--- src/rtl/exe_pipeline_ctrl_if.sv ---
// Handshake/control bundle between the ARM execute stage and its sequencing controller.
// slave = controller side, master = pipeline/driver side.
interface exe_pipeline_ctrl_if;
  logic       id_valid;
  logic [3:0] src1;
  logic [3:0] src2;
  logic       two_src;
  logic       exe_wb_en;
  logic [3:0] exe_dest;
  logic       exe_mem_read;
  logic       mem_wb_en;
  logic [3:0] mem_dest;
  logic       branch_taken;
  logic       exe_s;
  logic       mem_req;
  logic       mem_ready;
  logic       hazard;
  logic       flush;
  logic       freeze;
  logic       status_ld;
  logic       timeout_err;
  logic [1:0] state;

  modport slave (
    input  id_valid, src1, src2, two_src, exe_wb_en, exe_dest, exe_mem_read,
           mem_wb_en, mem_dest, branch_taken, exe_s, mem_req, mem_ready,
    output hazard, flush, freeze, status_ld, timeout_err, state
  );

  modport master (
    output id_valid, src1, src2, two_src, exe_wb_en, exe_dest, exe_mem_read,
           mem_wb_en, mem_dest, branch_taken, exe_s, mem_req, mem_ready,
    input  hazard, flush, freeze, status_ld, timeout_err, state
  );
endinterface

--- src/rtl/exe_pipeline_ctrl.sv ---
// Stall/flush/freeze sequencer beside EXE; flush/freeze are Moore (1 cycle after cause), hazard/status_ld Mealy.
// Freezes the whole pipe while an SRAM access is outstanding; define FORWARDING_EN to stall on load-use only.
module exe_pipeline_ctrl #(
  parameter int FLUSH_CYCLES = 1,
  parameter int MEM_TIMEOUT  = 16,
  parameter int CNT_W        = 8
) (
  input  logic              clk,
  input  logic              rst,
  exe_pipeline_ctrl_if.slave pif
);

  typedef enum logic [1:0] {
    RUN      = 2'd0,
    FLUSH    = 2'd1,
    MEM_WAIT = 2'd2,
    ERR      = 2'd3
  } state_t;

  localparam logic [CNT_W-1:0] FLUSH_INIT   = CNT_W'(FLUSH_CYCLES - 1);
  localparam logic [CNT_W-1:0] TIMEOUT_LAST = CNT_W'(MEM_TIMEOUT - 1);

  state_t           cur, nxt;
  logic [CNT_W-1:0] cnt, cnt_nxt;
  logic             pend, pend_nxt;
  logic             raw_match;

`ifdef FORWARDING_EN
  // Forwarding covers everything except a load whose data is not yet out of MEM.
  logic load_use;
  assign load_use = pif.exe_mem_read & pif.exe_wb_en &
                    ((pif.src1 == pif.exe_dest) | (pif.two_src & (pif.src2 == pif.exe_dest)));
  assign raw_match = pif.id_valid & load_use;
`else
  logic hit1, hit2;
  assign hit1 = (pif.exe_wb_en & (pif.src1 == pif.exe_dest)) |
                (pif.mem_wb_en & (pif.src1 == pif.mem_dest));
  assign hit2 = (pif.exe_wb_en & (pif.src2 == pif.exe_dest)) |
                (pif.mem_wb_en & (pif.src2 == pif.mem_dest));
  assign raw_match = pif.id_valid & (hit1 | (pif.two_src & hit2));
`endif

  always_ff @(posedge clk) begin
    if (rst) begin
      cur  <= RUN;
      cnt  <= '0;
      pend <= 1'b0;
    end else begin
      cur  <= nxt;
      cnt  <= cnt_nxt;
      pend <= pend_nxt;
    end
  end

  always_comb begin
    nxt      = cur;
    cnt_nxt  = cnt;
    pend_nxt = pend;
    case (cur)
      RUN: begin
        if (pif.mem_req) begin
          nxt      = MEM_WAIT;
          cnt_nxt  = '0;
          pend_nxt = pif.branch_taken;
        end else if (pif.branch_taken) begin
          nxt     = FLUSH;
          cnt_nxt = FLUSH_INIT;
        end
      end
      FLUSH: begin
        if (cnt == '0) nxt = RUN;
        else           cnt_nxt = cnt - 1'b1;
      end
      MEM_WAIT: begin
        // A branch resolved alongside the access is flushed only once memory returns.
        if (pif.mem_ready) begin
          if (pend) begin
            nxt      = FLUSH;
            cnt_nxt  = FLUSH_INIT;
            pend_nxt = 1'b0;
          end else begin
            nxt = RUN;
          end
        end else if (cnt == TIMEOUT_LAST) begin
          nxt = ERR;
        end else begin
          cnt_nxt = cnt + 1'b1;
        end
      end
      ERR: nxt = ERR;
      default: nxt = RUN;
    endcase
  end

  assign pif.state       = cur;
  assign pif.flush       = (cur == FLUSH);
  assign pif.freeze      = (cur == MEM_WAIT) | (cur == ERR);
  assign pif.timeout_err = (cur == ERR);
  assign pif.hazard      = raw_match & (cur == RUN) & ~pif.branch_taken;
  assign pif.status_ld   = pif.exe_s & (cur == RUN) & ~pif.freeze;

endmodule

--- src/flat_wrapper.sv ---
// flat-port wrapper written by rule: the top's interface ports become plain ports
module exe_pipeline_ctrl_flat 
#(
  parameter int FLUSH_CYCLES = 1,
  parameter int MEM_TIMEOUT  = 16,
  parameter int CNT_W        = 8
)
  (clk, rst, pif_id_valid, pif_src1, pif_src2, pif_two_src, pif_exe_wb_en, pif_exe_dest, pif_exe_mem_read, pif_mem_wb_en, pif_mem_dest, pif_branch_taken, pif_exe_s, pif_mem_req, pif_mem_ready, pif_hazard, pif_flush, pif_freeze, pif_status_ld, pif_timeout_err, pif_state);
  exe_pipeline_ctrl_if pif_i ();
  input  logic clk;
  input  logic rst;
  input wire logic [$bits(pif_i.id_valid)-1:0] pif_id_valid;
  input wire logic [$bits(pif_i.src1)-1:0] pif_src1;
  input wire logic [$bits(pif_i.src2)-1:0] pif_src2;
  input wire logic [$bits(pif_i.two_src)-1:0] pif_two_src;
  input wire logic [$bits(pif_i.exe_wb_en)-1:0] pif_exe_wb_en;
  input wire logic [$bits(pif_i.exe_dest)-1:0] pif_exe_dest;
  input wire logic [$bits(pif_i.exe_mem_read)-1:0] pif_exe_mem_read;
  input wire logic [$bits(pif_i.mem_wb_en)-1:0] pif_mem_wb_en;
  input wire logic [$bits(pif_i.mem_dest)-1:0] pif_mem_dest;
  input wire logic [$bits(pif_i.branch_taken)-1:0] pif_branch_taken;
  input wire logic [$bits(pif_i.exe_s)-1:0] pif_exe_s;
  input wire logic [$bits(pif_i.mem_req)-1:0] pif_mem_req;
  input wire logic [$bits(pif_i.mem_ready)-1:0] pif_mem_ready;
  output wire logic [$bits(pif_i.hazard)-1:0] pif_hazard;
  output wire logic [$bits(pif_i.flush)-1:0] pif_flush;
  output wire logic [$bits(pif_i.freeze)-1:0] pif_freeze;
  output wire logic [$bits(pif_i.status_ld)-1:0] pif_status_ld;
  output wire logic [$bits(pif_i.timeout_err)-1:0] pif_timeout_err;
  output wire logic [$bits(pif_i.state)-1:0] pif_state;
  assign pif_i.id_valid = pif_id_valid;
  assign pif_i.src1 = pif_src1;
  assign pif_i.src2 = pif_src2;
  assign pif_i.two_src = pif_two_src;
  assign pif_i.exe_wb_en = pif_exe_wb_en;
  assign pif_i.exe_dest = pif_exe_dest;
  assign pif_i.exe_mem_read = pif_exe_mem_read;
  assign pif_i.mem_wb_en = pif_mem_wb_en;
  assign pif_i.mem_dest = pif_mem_dest;
  assign pif_i.branch_taken = pif_branch_taken;
  assign pif_i.exe_s = pif_exe_s;
  assign pif_i.mem_req = pif_mem_req;
  assign pif_i.mem_ready = pif_mem_ready;
  assign pif_hazard = pif_i.hazard;
  assign pif_flush = pif_i.flush;
  assign pif_freeze = pif_i.freeze;
  assign pif_status_ld = pif_i.status_ld;
  assign pif_timeout_err = pif_i.timeout_err;
  assign pif_state = pif_i.state;
  exe_pipeline_ctrl #(.FLUSH_CYCLES(FLUSH_CYCLES), .MEM_TIMEOUT(MEM_TIMEOUT), .CNT_W(CNT_W)) u_core (.clk(clk), .rst(rst), .pif(pif_i));
endmodule
--- config.mk ---
export PLATFORM = sky130hd
export DESIGN_NAME = exe_pipeline_ctrl_flat
export DESIGN_NICKNAME = d
export VERILOG_FILES = /design/src/rtl/exe_pipeline_ctrl_if.sv /design/src/rtl/exe_pipeline_ctrl.sv /design/src/flat_wrapper.sv
export SDC_FILE = /design/constraint.sdc
export NUM_CORES = 1
export LEC_CHECK = 0
export BUFFER_PORTS_ARGS = -buffer_cell sky130_fd_sc_hd__buf_4
export CAP_MARGIN = 25
export CORE_ASPECT_RATIO = 0.7
export CORE_UTILIZATION = 55
export CTS_CLUSTER_SIZE = 28
export DETAILED_ROUTE_END_ITERATION = 10
export GPL_TIMING_DRIVEN = 1
export PLACE_DENSITY = 0.84
export SLEW_MARGIN = 10
export SYNTH_ARGS = -nofsm -noshare
export SYNTH_HDL_FRONTEND = slang
export SYNTH_SLANG_ARGS = --single-unit
--- constraint.sdc ---
create_clock -name clk -period 4.1 [get_ports clk]
set_input_delay 0 -clock clk [delete_from_list [all_inputs] [get_ports clk]]
set_output_delay 0 -clock clk [all_outputs]
set_load 0.01 [all_outputs]
==> impl_metrics.ini <==
[synthesis]
ys_types = 40
yosys_warnings = 0
synth_top_area_share_pct = 19.1
synth_area_sq_mm = 0.00115
ys_seq_area_share_pct = 19.1
synth_nets = 183
synth_cells = 149
syn_avg_cell_area_sq_um = 7.73
synth_top_area_cell = dfxtp_1
synth.area.top_cells = dfxtp_1, xnor2_1, ha_1, nand2_1, xor2_1
ys_ff_latch = 11

[critical_path]
path_class = reg2reg
r2r-start = u_core.pif.state[1]
critPathArrivalTime_ns = 2.66
endpoint = u_core.cnt[0]
cp-start-kind = flop
reg2reg_to = u_core.cnt[0]
reg2reg_slack_ns = 1.60
cp-startpoint = u_core.pif.state[1]
reg2reg_depth = 7
cp-end-kind = flop
cp.required_ns = 4.26
crit_fanout = 15

[job]
maxCapViolCount = 0

[clocking]
clkLatencyLatePin_ns = 0.28
path_clk_slew_ns = 0.08
cts_resized = 0
root_buffer = clkbuf_4
cts_made_buffers = 3
cts_tree = done
cts_buffer_depth = 2
htreeDepth = 1
clock_sinks = 11

[global_route]
grt_first_pass_wirelength_mm = 5.10
grt_overflow_total = 0
grt_pass1_vias = 1186
grt_max_degree = 16
antenna_found_initial = 0
grt.total_usage_pct = 29.8

[timing]
setup_viol = 0
timing.fmax_mhz = 400
tightest_slew_ns = 0.722
finalHoldViolCount = 0
finalCritPeriodShare_pct = 61.0
rsz0062_at_grt = no
finClkSkew_ns = 0.00585
max-slew-margin-rel_pct = 51.8
slew_violations = 0
whs_ns = 0.0518
period_needed_ns = 2.50
setup-tns-final_ns = 0

[drt]
routedWlPerCell_um = 15.5
post_drt_via_cell_ratio = 6.27
drc = 0
vias = 1260
first_pass_iters = 4
drtIter0Drc = 52
drt-total-wl_mm = 3.11
antenna_left = 0

[power]
vdd_drop_max_mv = 0.257
p_leak_nw = 0.563
p_total_mw = 0.729
power.density_mw_per_mm2 = 514

[layout]
final-instance-count-excl-fill = 201
synthToLayoutAreaGrowth_pct = 23.0
drive_above_1_share_pct = 23.5
diodes = 0
final_cell_area_sq_mm = 0.00142
fin_nets = 214

[run_status]
outcome = completed

[floorplanning]
fp.dieW_um = 56.7
initial_core_util_pct = 60.0
die_area_sq_mm = 0.00228
ios = 34
fp.dieH_um = 40.3
row_count = 13
core-area_sq_mm = 0.00192

[placement]
dp_hpwl_mm = 2.36
gp_congestion = 0.920
dp_cells = 196
port_buffers = 32
place_area_sq_mm = 0.00138

[worst_hold_path]
hold_class = in2reg
==> what timing repair did <==
| item | CTS | global route |
|---|---|---|
| buffers inserted | 0 | 0 |
| endpoints found under the hold margin | 4 | 0 |
| hold buffers | 1 | 0 |
==> sequential cells by signal (all words and copies together) (netlist names) <==
signal / flops
u_core.cnt: 8
u_core.pend: 1
u_core.pif.state: 2
==> power by group <==
group	internal [mW]	switching [mW]
clock network	0.0378	0.0404
registers	0.129	0.0368
logic	0.217	0.268
==> layout by cell type, fill, tap and decap left out, drive strengths merged, types with 6 or more instances in the layout <==
| master | count |
|---|---|
| nand3 | 6 |
| a21oi | 10 |
| xnor2 | 12 |
| nor3 | 6 |
| buf | 32 |
| o21ai | 10 |
| nand2 | 14 |
| dfxtp | 11 |
| inv | 11 |
| ha | 7 |
| xor2 | 6 |
==> cells by family (layout without fill, tap and decap cells) <==
kind of cell	count (synthesis)	after routing	share of synthesized area (%)
AO/OA/AOI/OAI	41	41	24.6
buffers and inverters	18	48	6.96
adder cells (fa/ha/maj)	7	7	7.61
AND/OR/NAND/NOR	54	54	28.0
flip-flops	11	11	19.1
XOR/XNOR	18	18	13.7
==> stage by stage <==
stage          util (%)  setup slack (ns)
2_1_floorplan         -              2.21
6_report           73.8              1.60
5_1_grt            73.8              1.47
3_3_place_gp       71.9              1.83
3_5_place_dp       71.9              1.72
4_1_cts            73.8              1.68
==> synthesized netlist by cell type, drive strengths merged <==
library cell   n
a21o           1
a21oi         10
a221o          1
a221oi         1
a22oi          2
a311oi         3
a32oi          1
and2           1
and3           1
and4           1
buf            5
clkbuf         2
dfxtp         11
ha             7
inv           11
nand2         14
nand2b         2
nand3          6
nand3b         2
nand4          5
nor2           5
nor2b          2
nor3           6
nor3b          2
nor4           2
nor4b          1
o211ai         1
o21a           1
o21ai         10
o221ai         1
o31ai          2
o32ai          5
o41ai          2
or2            1
or3            2
or4            1
xnor2         12
xor2           6
==> layout make-up <==
cell class	instances	area, sq um
well taps	22	27.5
clock buffers	4	26.3
multi-input cells	120	851
inverters	11	41.3
repair buffers	33	250
flip-flops and latches	11	220
fillers	156	503
==> per-layer routing <==
layer | vias up | part of all wire [%] | GRT usage, %
met5 | - | 0 | 0
met4 | 0 | 1.1 | 11.9
met3 | 6 | 8.3 | 7.42
met2 | 67 | 48 | 53.9
met1 | 574 | 43 | 35.4
li1 | 613 | - | -
==> worst min-delay path by stage <==
stage,from,to,cells after the start
floorplan,pif_branch_taken,pif_hazard,1
global placement,pif_branch_taken,pif_hazard,3
detailed placement,pif_branch_taken,pif_hazard,3
CTS,pif_mem_req,u_core.pend,4
global route,pif_mem_req,u_core.pend,4
finish,pif_mem_req,u_core.pend,4
==> critical path: stages (launching register included) <==
cell      delay (ns)
dfxtp_1         0.36
inv_1           0.11
ha_1            0.51
nor3_1          0.14
a311oi_2        0.48
o21a_1          0.31
nand3b_1        0.24
o32ai_1         0.23
Power figures use the tool's default switching activity.
